[src/rtl/sdm_adc_ctrl.sv]
// Sequencing controller for the sdm_adc decimator: flush/settle/run FSM,
// gated PDM forwarding and a small output FIFO with valid/ready handshake.
module sdm_adc_ctrl #(
  parameter int unsigned SETTLE_SAMPLES = 8,
  parameter int unsigned FLUSH_CYCLES   = 4,
  parameter int unsigned FIFO_DEPTH     = 4,
  parameter int unsigned DW             = 16
) (
  input  logic          clk,
  input  logic          rst,
  input  logic          enable,
  input  logic          pdm_valid,
  input  logic          pdm_din,
  output logic          adc_rst_n,
  output logic          adc_valid_in,
  output logic          adc_din,
  input  logic          adc_valid_out,
  input  logic [DW-1:0] adc_dout,
  output logic          m_valid,
  input  logic          m_ready,
  output logic [DW-1:0] m_data,
  output logic [1:0]    state,
  output logic          overflow,
  input  logic          clr_ovf
);

  localparam int unsigned AW = $clog2(FIFO_DEPTH);

  typedef enum logic [1:0] {
    IDLE   = 2'd0,
    FLUSH  = 2'd1,
    SETTLE = 2'd2,
    RUN    = 2'd3
  } state_t;

  state_t      state_q;
  logic [3:0]  flush_cnt;
  logic [7:0]  settle_cnt;

  assign state = state_q;

  // adc_rst_n is registered alongside the state so it tracks the next state.
  always_ff @(posedge clk) begin
    if (rst || !enable) begin
      state_q    <= IDLE;
      flush_cnt  <= '0;
      settle_cnt <= '0;
      adc_rst_n  <= 1'b0;
    end else begin
      case (state_q)
        IDLE: begin
          state_q   <= FLUSH;
          flush_cnt <= '0;
          adc_rst_n <= 1'b0;
        end
        FLUSH: begin
          if (flush_cnt == 4'(FLUSH_CYCLES - 1)) begin
            state_q    <= SETTLE;
            settle_cnt <= '0;
            adc_rst_n  <= 1'b1;
          end else begin
            flush_cnt <= flush_cnt + 4'd1;
            adc_rst_n <= 1'b0;
          end
        end
        SETTLE: begin
          adc_rst_n <= 1'b1;
          if (adc_valid_out) begin
            if (settle_cnt == 8'(SETTLE_SAMPLES - 1)) begin
              state_q    <= RUN;
              settle_cnt <= '0;
            end else begin
              settle_cnt <= settle_cnt + 8'd1;
            end
          end
        end
        RUN: begin
          adc_rst_n <= 1'b1;
        end
        default: begin
          state_q   <= IDLE;
          adc_rst_n <= 1'b0;
        end
      endcase
    end
  end

  logic fwd;
  assign fwd = (state_q == SETTLE) || (state_q == RUN);

  always_ff @(posedge clk) begin
    if (rst) begin
      adc_valid_in <= 1'b0;
      adc_din      <= 1'b0;
    end else begin
      adc_valid_in <= pdm_valid & fwd;
      adc_din      <= pdm_din & fwd;
    end
  end

  logic [DW-1:0] mem [FIFO_DEPTH];
  logic [AW:0]   wr_ptr;
  logic [AW:0]   rd_ptr;
  logic          empty;
  logic          full;
  logic          push;
  logic          pop;
  logic          push_ok;

  assign empty   = (wr_ptr == rd_ptr);
  assign full    = (wr_ptr[AW] != rd_ptr[AW]) && (wr_ptr[AW-1:0] == rd_ptr[AW-1:0]);
  assign push    = adc_valid_out && (state_q == RUN);
  assign pop     = !empty && m_ready;
  // A pop on the same edge frees the slot the push overwrites.
  assign push_ok = push && (!full || pop);

  assign m_valid = !empty;
  assign m_data  = empty ? '0 : mem[rd_ptr[AW-1:0]];

  always_ff @(posedge clk) begin
    if (push_ok) begin
      mem[wr_ptr[AW-1:0]] <= adc_dout;
    end
  end

  always_ff @(posedge clk) begin
    if (rst) begin
      wr_ptr <= '0;
      rd_ptr <= '0;
    end else begin
      if (push_ok) wr_ptr <= wr_ptr + 1'b1;
      if (pop)     rd_ptr <= rd_ptr + 1'b1;
    end
  end

  always_ff @(posedge clk) begin
    if (rst) begin
      overflow <= 1'b0;
    end else if (push && full && !pop) begin
      overflow <= 1'b1;
    end else if (clr_ovf) begin
      overflow <= 1'b0;
    end
  end

endmodule
[config.mk]
export PLATFORM = sky130hd
export DESIGN_NAME = sdm_adc_ctrl
export DESIGN_NICKNAME = d
export VERILOG_FILES = /design/src/rtl/sdm_adc_ctrl.sv
export SDC_FILE = /design/constraint.sdc
export NUM_CORES = 1
export LEC_CHECK = 0
export CAP_MARGIN = 20
export CORE_MARGIN = 1
export CORE_UTILIZATION = 59
export CTS_CLUSTER_SIZE = 12
export DETAILED_ROUTE_END_ITERATION = 7
export PLACE_DENSITY = 0.84
export SLEW_MARGIN = 20
export SYNTH_ARGS = -nofsm -noshare
export SYNTH_HDL_FRONTEND = slang
export SYNTH_SLANG_ARGS = --single-unit
[constraint.sdc]
create_clock -name clk -period 3.9 [get_ports clk]
set_input_delay 0.78 -clock clk [delete_from_list [all_inputs] [get_ports clk]]
set_output_delay 0.78 -clock clk [all_outputs]
set_load 0.02 [all_outputs]
Word-level counts from Yosys, hierarchy flattened
Memories as Yosys holds them, arrays and structs flattened. A register that Yosys moved wholly into a read port is not among the register bits.
Index checks and enable logic that the tools add are counted.

storage, ports and cells
  logic and storage cells = 69
  RAM bits = 64
  register bits after elaboration = 24
  bits of input ports = 24
  memories = 1

memories
  name  depth  width  read ports  clocked after memory_dff  wr ports  RTL line  text
  mem   4      16     1           1                         1         101       logic [DW-1:0] mem [FIFO_DEPTH];

operators by class
  multiplexer cells = 19
  $add $sub $neg = 4
  equality and inequality tests = 12
  bitwise logic cells = 2
  reductions and logical operators = 22

operators with widths
  operator                                              number
  two-way mux 8 bit                                     3
  two-way mux 16 bit                                    1
  case mux 8 bit (2 select lines)                       1
  two-way mux 2 bit                                     5
  adder 8 x 1 -> 8 bit (second input constant)          1
  equality test 8 x 3 -> 1 bit (second input constant)  1
  inequality test 2 bit (second input constant)         4
  case mux 4 bit (2 select lines)                       1
  adder 3 x 1 -> 3 bit (second input constant)          2
  logical AND 1 bit                                     6
  case mux 2 bit (3 select lines)                       1
  nonzero test 2 bit                                    3
  two-way mux 1 bit                                     5
  adder 4 x 1 -> 4 bit (second input constant)          1
  equality test 2 bit (second input constant)           2
  equality test 4 x 2 -> 1 bit (second input constant)  1
  zero test 1 bit                                       4
  two-way mux 4 bit                                     1
  AND reduction 4 bit                                   1
  equality test 3 bit                                   1
  logical OR 1 bit                                      3
  case mux 1 bit (3 select lines)                       1
  AND reduction 3 bit                                   1
  nonzero test 3 bit                                    1
  other kinds (7)                                       8

Logic depth before layout (Yosys ltp)
  word-level depth = 7
  mapped depth = 7

Least setup slack after synthesis
OpenSTA, ideal clock, no wires.

  path kind = reg-to-output
  start point = reg with a tool-made name
  end point = out m_data[10]
  data arrival time = 1.721 ns
  cell stages (with the launch flop) = 5
  path slack = 1.399 ns
  cells stage by stage = dfxtp_1 > clkbuf_1 > buf_2 > mux4_2 > nor2b_1

RTL lines
  what              RTL line  text
  end: declaration  21        output logic [DW-1:0] m_data,

Worst setup path after layout
  start point = reg wr_ptr[0]
  end point = out m_data[11]

between the ends
  cells in the longest elaborated chain, start to end = 2

RTL lines
  what                      RTL line  text
  start: declaration        102       logic [AW:0] wr_ptr;
  start signal: assignment  131       if (push_ok) wr_ptr <= wr_ptr + 1'b1;
  equality test 3 bit       110       assign empty = (wr_ptr == rd_ptr);
  two-way mux 16 bit        118       assign m_data = empty ? '0 : mem[rd_ptr[AW-1:0]];

No other way between the ends.

==> out/results.tsv <==
metric	value	unit
Tcrit/Tclk final	86.0	%
Worst Hold Class	flip-flop to flip-flop	
share of the synthesized area in the top cell type	51.0	%
Area growth, synth to finish	20.1	%
CP delay by family, top	simple AND/OR/NAND/NOR gates	
post-cts sizing count	0	
worst-path fanout max	17	
Synth cell types	42	
dpl cells	363	
setup violators final	0	
chip height	82.0	µm
number of DRC markers in iteration 0	136	
skew final	0.0102	ns
min cycle time layout	3.35	ns
WHS	0.492	ns
final hold violations	0	
# diodes	0	
Final GP Congestion	0.744	
via/cell ratio	5.75	
Pre-Repair DR Iteration Count	4	
vias in the first global route	2105	
num rows	28	
Synth area leader	edfxtp_1	
CP arrival	2.57	ns
Skew-Pair Late Insertion Delay	0.35	ns
Seq/Total Area, Yosys	64.8	%
Die Area	6720	µm²
Total Routing Usage GR	22.1	%
Initial Util	62.6	%
DP Wirelength	4.43	mm
Routed Antenna Nets	0	
first-pass GRT wire length	10.5	mm
pwr/cell area	408	nW/µm²
Post-synth ARST share	0	%
Post-CTS Hold Fix Bufs	0	
NumNets Final	336	
leakage dissipation	1.50	nW
Place WS	0.858	ns
Main synth FF type	edfxtp_1	
initial antenna violation count	0	
Avg WL per Cell	17.5	µm
Max Cap Viol	0	
Synth area leaders	edfxtp_1 51%, dfxtp_1 14%, mux4_2 9.6%	
syn nets	287	
setup TNS	0	ns
cells after synthesis	250	
global route overflow	0	
CTS buffer count	9	
Crit path required time	3.12	ns
CP Class	flip-flop to output port	
FMAX	298	MHz
slowest CP cell	nor3_2	
final setup margin	0.546	ns
Max VDD drop	0.246	mV
most frequent cells after synthesis	64 x edfxtp_1, 26 x dfxtp_1, 19 x nor2b_1, 16 x mux4_2, 14 x nor2_1	
fin. max-slew vios	0	
I/O Buffers	46	
outcome	finished, final reports clean	
vias after detailed routing	2179	
CTS root buf	clkbuf_8	
EDFF count, synth	64	
synthesized flop and latch total	90	
crit-path cells	xor2_1, nor3_2, nor2b_1, clkdlybuf4s50_1	
relative slew slack	30.2	%
buffer and inverter count on the worst path	1	
clk buf depth	2	
Syn Std Cell Area	3770	µm²
CP Launch Type	flip-flop	
Synth Warn #	0	
Final Util	75.2	%
Final Non-Filler Cells	379	
Core ar.	6030	µm²
final WL	6.63	mm
Remaining DRCs	0	
Worst Setup End Kind	output port	
clock sink count	90	
top-count cell post-synth	edfxtp_1	
Die Width	82.0	µm
Post-CTS Setup Inserts	0	
CTS tree	yes	
mean area per synthesized cell	15.1	µm²
Least-Margin Pin Slew	1.04	ns
RSZ-0062 raised after global routing	no	
Top Ports	47	
largest net degree at the start of global routing	18	
htree depth	3	
Slowest Stage Delay on Critical Path	0.85	ns
layout cell share with drive strength beyond 1	11.2	%
fillers	375	
Worst-path clk slew	0.08	ns
cell usage in the layout (no fill, tap or decap), drive strengths merged, types with 2 or more instances in the layout:
cell	instances
edfxtp	64
clkdlybuf4s50	46
dfxtp	26
nor2b	19
mux4	16
nor2	14
ha	13
clkbuf	11
inv	9
a21oi	8
nand2	7
o21ai	7
xor2	6
xnor2	5
nand3	5
and2	4
mux2i	4
o31ai	4
or3	3
nand4	3
bufinv	3
or4	3
a41oi	2
nand2b	2
a211o	2
a211oi	2
nor3b	2
nor3	2
layer usage:
layer | share of wire (%) | vias to the layer above | track usage, % | wire (µm)
met4 | 1.9 | 0 | 9.65 | 123
met3 | 5.2 | 13 | 4.67 | 346
met5 | 0 | - | 0 | 0
met2 | 51 | 64 | 36.9 | 3370
met1 | 42 | 1058 | 27.7 | 2790
li1 | - | 1044 | - | -
worst register-to-register path, cell delays in order (launching register included):
cell     delay, ns
dfxtp_1       0.47
ha_1          0.21
nand2_1       0.09
a41oi_1       0.50
and2_1        0.74
flip-flops by register name, indices dropped and copies added (netlist names), named ones only:
signal        flops
adc_rst_n         1
overflow          1
wr_ptr            3
state             2
settle_cnt        8
adc_din           1
rd_ptr            3
adc_valid_in      1
flush_cnt         4
mem              64
logic make-up (layout without fill, tap and decap cells):
group | Yosys count | count (layout) | synth area share (%)
multiplexers | 20 | 20 | 10.6
adder cells (fa/ha/maj) | 13 | 13 | 4.31
flip-flops | 90 | 90 | 64.8
AND/OR/NAND/NOR | 68 | 68 | 10.2
buffers and inverters | 17 | 71 | 1.96
XOR/XNOR | 11 | 11 | 2.55
AO/OA/AOI/OAI | 31 | 31 | 5.57
final timing paths:
check | start | slack (ns) | cells past startpoint | end
worst max-delay path | wr_ptr[0]$_SDFFE_PP0P_ | 0.55 | 4 | m_data[11]
worst min-delay path | overflow$_SDFFE_PP0P_ | 0.49 | 2 | overflow$_SDFFE_PP0P_
worst max register to register | state[0]$_SDFFE_PP0P_ | 1.51 | 4 | mem[0][15]$_DFFE_PP_
worst min register to register | overflow$_SDFFE_PP0P_ | 0.49 | 2 | overflow$_SDFFE_PP0P_
through the flow:
| stage | area, µm² | power, W |
|---|---|---|
| 2_1_floorplan | 3770 | 0.00109 |
| 3_3_place_gp | 4290 | 0.00113 |
| 3_5_place_dp | 4290 | 0.00113 |
| 4_1_cts | 4530 | 0.00186 |
| 5_1_grt | 4530 | 0.00190 |
| 6_report | 4530 | 0.00185 |
power by group:
part | switching, W | internal, W
Combinational | 0.0000415 | 0.0000403
Sequential | 0.00000423 | 0.00102
Clock | 0.000310 | 0.000428
area by class of cell:
| class | count | area (µm²) | share of cell area [%] |
|---|---|---|---|
| flip-flops and latches | 90 | 2440 | 53.9 |
| multi-input cells | 143 | 1260 | 27.8 |
| repair buffers | 47 | 468 | 10.3 |
| clock buffers | 11 | 131 | 2.90 |
| clock inverters | 5 | 104 | 2.29 |
| well taps | 75 | 93.8 | 2.07 |
| inverters | 8 | 30.0 | 0.663 |
Power figures use the tool's default switching activity.
==> edit 1: new RTL, same flow settings <==
One comparison of `settle_cnt` changes from == to >=.
--- a/src/rtl/sdm_adc_ctrl.sv
+++ b/src/rtl/sdm_adc_ctrl.sv
@@ -66,7 +66,7 @@
         SETTLE: begin
           adc_rst_n <= 1'b1;
           if (adc_valid_out) begin
-            if (settle_cnt == 8'(SETTLE_SAMPLES - 1)) begin
+            if (settle_cnt >= 8'(SETTLE_SAMPLES - 1)) begin
               state_q    <= RUN;
               settle_cnt <= '0;
             end else begin
Formal check against the unedited RTL: no difference found for any inputs over 10 cycles, from zero or initial values and one cycle with rst high; that may be too few to reach the edited logic, so the function may still have changed.
==> edit 1 against the unedited design <==
Critical endpoint is now m_data[4]; global-route usage down 0.64 points; hold slack better by 6.3 ps; setup slack worse by 27 ps; wire length down 0.63%; sequential cell count unchanged; largest cell class unchanged; power down 6.3%; cell area down 0.88%; synthesized area down 0.17%; largest power group unchanged.
==> edit 1: results (changes against the unedited design) <==
metric;value;unit;change
Leak;1.47;nW;-2.1%
R2R Path End;mem[3][6];;
DR iter-0 viols;153;;+13%
Synth area leaders;edfxtp_1, dfxtp_1, mux4_2;;
CP delay by family, top;simple AND/OR/NAND/NOR gates;;
post-placement cell count;358;;-1.4%
sequential area share after synthesis;0.649;;+0.00108
Fillers;395;;+5.3%
Post-Syn Nets;279;;-2.8%
Diodes inserted;0;;unchanged
final clock skew;11.0;ps;+0.800 ps
GRT Resource Usage Total;0.214;;-0.00645
Synth warnings;0;;unchanged
library cells used by synthesis;48;;+14%
pre-CTS WS;851;ps;-6.38 ps
first-pass GRT wire length;10100;µm;-3.7%
CTS H-Tree Depth;3;;unchanged
max incr delay on CP;880;ps;+30 ps
outcome;completed;;
crit-path max FO;17;;unchanged
vias in the first global route;2068;;-1.8%
crit path DAT;2600;ps;+30 ps
worst setup margin;519;ps;-26.6 ps
crit path max-delay cell type;nor3_2;;
most instantiated cells after synthesis;edfxtp_1, dfxtp_1, nor2_1, nor2b_1, mux4_2;;
fin nets;330;;-1.8%
Logic pwr share;0.051;;+0.007
Max clock buf depth;2;;unchanged
WHS Endpoint;settle_cnt[3];;
complex-gate fraction of the synthesized area;0.0545;;-0.00124
Post-Synth Adder-Cell Area;0.0399;;-0.00325
share of cells above drive strength 1;0.137;;+0.0253
switching part of the total;0.213;;+0.0201
final WL;6590;µm;-0.63%
port bufs;46;;unchanged
GP Congestion;0.838;;+13%
Max rail drop VDD;0.000228;V;-7.3%
R2R setup slack;1660;ps;+150 ps
xor and xnor area share after synthesis;0.0253;;-0.000290
Via density;5.77;;+0.41%
WL/cell;17.6;µm;+0.70%
Post-synth ARST share;0;;unchanged
Rel. slew slack;0.286;;-0.0160
Worst Hold Margin;499;ps;+6.27 ps
post-DP HPWL;4490;µm;+1.4%
mux cell area share after synthesis;0.104;;-0.00248
min-delay src;settle_cnt[3];;
Syn Inst Count;243;;-2.8%
-- edit 1: routing by layer --
layer  track usage  vias to the layer above  share of wire
li1              -                     1021              -
met1         0.290                     1054           0.44
met2         0.340                       77           0.49
met3        0.0456                        7          0.061
met4        0.0842                        0          0.011
met5             0                        -              0
-- edit 1: worst max-delay path by stage --
stage	startpoint	end	cells past startpoint
after global placement	wr_ptr[1]	m_data[3]	4
after detailed placement	wr_ptr[0]	m_data[4]	4
after CTS	wr_ptr[0]	m_data[4]	4
final	wr_ptr[1]	m_data[4]	4
after floorplan	flop	m_data[10]	4
after global routing	wr_ptr[0]	m_data[4]	4
-- edit 1: tightest hold or removal path, cell delays in order, from the launching register on --
cell and delay (ps):
dfxtp_1 350, nand2_1 60, a21oi_1 50
-- edit 1: cells by family (layout without fill, tap and decap cells) --
kind of cell	after synthesis	count (layout)
flip-flops	90	90
buffers and inverters	16	72
multiplexers	19	19
AO/OA/AOI/OAI	25	25
XOR/XNOR	10	10
AND/OR/NAND/NOR	71	71
adder cells (fa/ha/maj)	12	12
-- edit 1: power by group through the flow --
stage          logic, mW  clock network, mW  registers [mW]
4_1_cts           0.0880              0.625            1.03
3_5_place_dp      0.0875                  0            1.05
5_1_grt           0.0954              0.664            1.03
6_report          0.0876              0.617            1.03
2_1_floorplan     0.0397                  0            1.05
3_3_place_gp      0.0854                  0            1.05
-- edit 1: cell type report --
cell class / instances / area share
Inverter: 9 / 0.00753
Sequential cell: 90 / 0.544
Timing Repair Buffer: 47 / 0.104
Tap cell: 75 / 0.0209
Multi-Input combinational cell: 137 / 0.280
Clock buffer: 10 / 0.0284
Clock inverter: 6 / 0.0151
==> edit 2: new RTL, config.mk and constraints unchanged <==
Made on the original files. The parameter `FIFO_DEPTH` goes from 4 to 16.
--- a/src/rtl/sdm_adc_ctrl.sv
+++ b/src/rtl/sdm_adc_ctrl.sv
@@ -3,7 +3,7 @@
 module sdm_adc_ctrl #(
   parameter int unsigned SETTLE_SAMPLES = 8,
   parameter int unsigned FLUSH_CYCLES   = 4,
-  parameter int unsigned FIFO_DEPTH     = 4,
+  parameter int unsigned FIFO_DEPTH     = 16,
   parameter int unsigned DW             = 16
 ) (
   input  logic          clk,
Behaviour: same outputs for any inputs over 10 cycles, from zero or initial values and one cycle with rst high; that may be too few to reach the edited logic, so the function may still have changed.
==> edit 2 against the unedited design <==
Synthesized area rose to 3.0 times the old value; setup slack got worse by 360 ps; sequential cell count grew 198; largest power group unchanged; non-clock buffer count increased by 32; synthesized cell count is 140% higher; core utilization down 5.5 points; wire length increased to 3.8 times the old value; power grew to 3.2 times the old value; cell area grew to 2.9 times the old value; sequential power rose to 3.3 times the old value; critical endpoint is now m_data[4]; via count rose to 2.9 times the old value; register-to-register slack got worse by 280 ps; clock power rose to 3.3 times the old value; critical path type unchanged.
==> edit 2: results (changes against the unedited design) <==
metric;value;unit;change
Synth area leaders;edfxtp_1, mux4_2, dfxtp_1;;
post-placement cell count;886;;+140%
crit-path max FO;24;;+7
DR iter-0 viols;621;;+360%
non-filler cells, final;931;;+150%
CP delay by family, top;buffers and inverters;;
final WL;25500;µm;+280%
R2R Path End;mem[4][1];;
clock root buffer master;clkbuf_16;;
fin nets;720;;+110%
number of synthesized flops with an enable pin;256;;+300%
max incr delay on CP;830;ps;-20 ps
GRT Resource Usage Total;0.269;;+0.0486
Via density;6.68;;+16%
final clock skew;23.0;ps;+12.7 ps
R2R setup slack;1230;ps;-280 ps
Leak;4.14;nW;+180%
crit path DAT;2930;ps;+360 ps
Clk Latency, worst-skew pair;550;ps;+200 ps
sequential area share after synthesis;0.733;;+0.0852
outcome;completed;;
R2R cell count;5;;+1
library cells used by synthesis;50;;+19%
share of cells above drive strength 1;0.215;;+0.103
CTS H-Tree Depth;1;;-2
GP Congestion;0.803;;+7.9%
Num CTS Buffers;29;;+20
Worst R2R Start;rd_ptr[4];;
post-DP HPWL;15200;µm;+240%
slew of the pin with the lowest slew margin;1000;ps;-40.5 ps
Pre-antenna DRT Iters;5;;+1
max FFs per register;256;;+300%
-- edit 2: cell types whose count changed after synthesis, sizes merged, moves of 7 or more --
cell / delta
and3: +16
buf: +14
clkbuf: +7
edfxtp: +192
mux2: +8
mux4: +48
nand2b: +8
nor2b: -10
nor3: +16
o22ai: +32
-- edit 2: worst max-delay path by stage --
stage / to / from / slack (ps)
2_1_floorplan: m_data[10] / wr_ptr[2] / 1370
3_3_place_gp: m_data[12] / flop / 800
3_5_place_dp: m_data[14] / flop / 750
4_1_cts: m_data[12] / flop / 170
5_1_grt: m_data[12] / flop / 100
6_report: m_data[4] / flop / 190
-- edit 2: cell type report --
type | count | area, µm²
sequential | 288 | 8330
fill | 1137 | 5700
multi-input combinational | 278 | 2870
clock buffer | 39 | 783
timing repair buffer | 79 | 733
tap | 234 | 293
clock inverter | 6 | 35.0
inverter | 7 | 26.3
-- edit 2: per-stage QoR --
stage | setup slack [ps] | util | power, mW | hold slack (ps)
2_1_floorplan | 1370 | - | 3.48 | 447
3_3_place_gp | 797 | 0.653 | 3.54 | 454
3_5_place_dp | 752 | 0.653 | 3.55 | 477
4_1_cts | 173 | 0.696 | 5.97 | 496
5_1_grt | 101 | 0.696 | 6.09 | 525
6_report | 187 | 0.696 | 5.95 | 494
-- edit 2: tightest hold or removal path, cell delays in order, from the launching register on --
cell and delay [ps]:
dfxtp_1 310, nand2b_1 70, a21oi_1 60
-- edit 2: cell families (layout without fill, tap and decap cells) --
group | after synthesis | after routing | share of synthesized area
flops | 288 | 288 | 0.733
simple gates | 113 | 113 | 0.0557
mux | 75 | 75 | 0.137
compound gates | 71 | 71 | 0.0399
buf+inv | 37 | 131 | 0.0152
fa+ha+maj | 13 | 13 | 0.0143
xor+xnor | 6 | 6 | 0.00462
-- edit 2: layer usage --
metal	GRT usage	part of all wire	up-vias
met5	0	0	-
met4	0.107	0.037	0
met3	0.0442	0.084	68
met2	0.466	0.51	360
met1	0.344	0.36	3153
li1	-	-	2635
-- edit 2: power breakdown --
group,switching [mW],leakage [nW],internal [mW]
registers,0.00459,2.56,3.36
clock network,1.07,0.401,1.39
logic,0.0797,1.18,0.0463
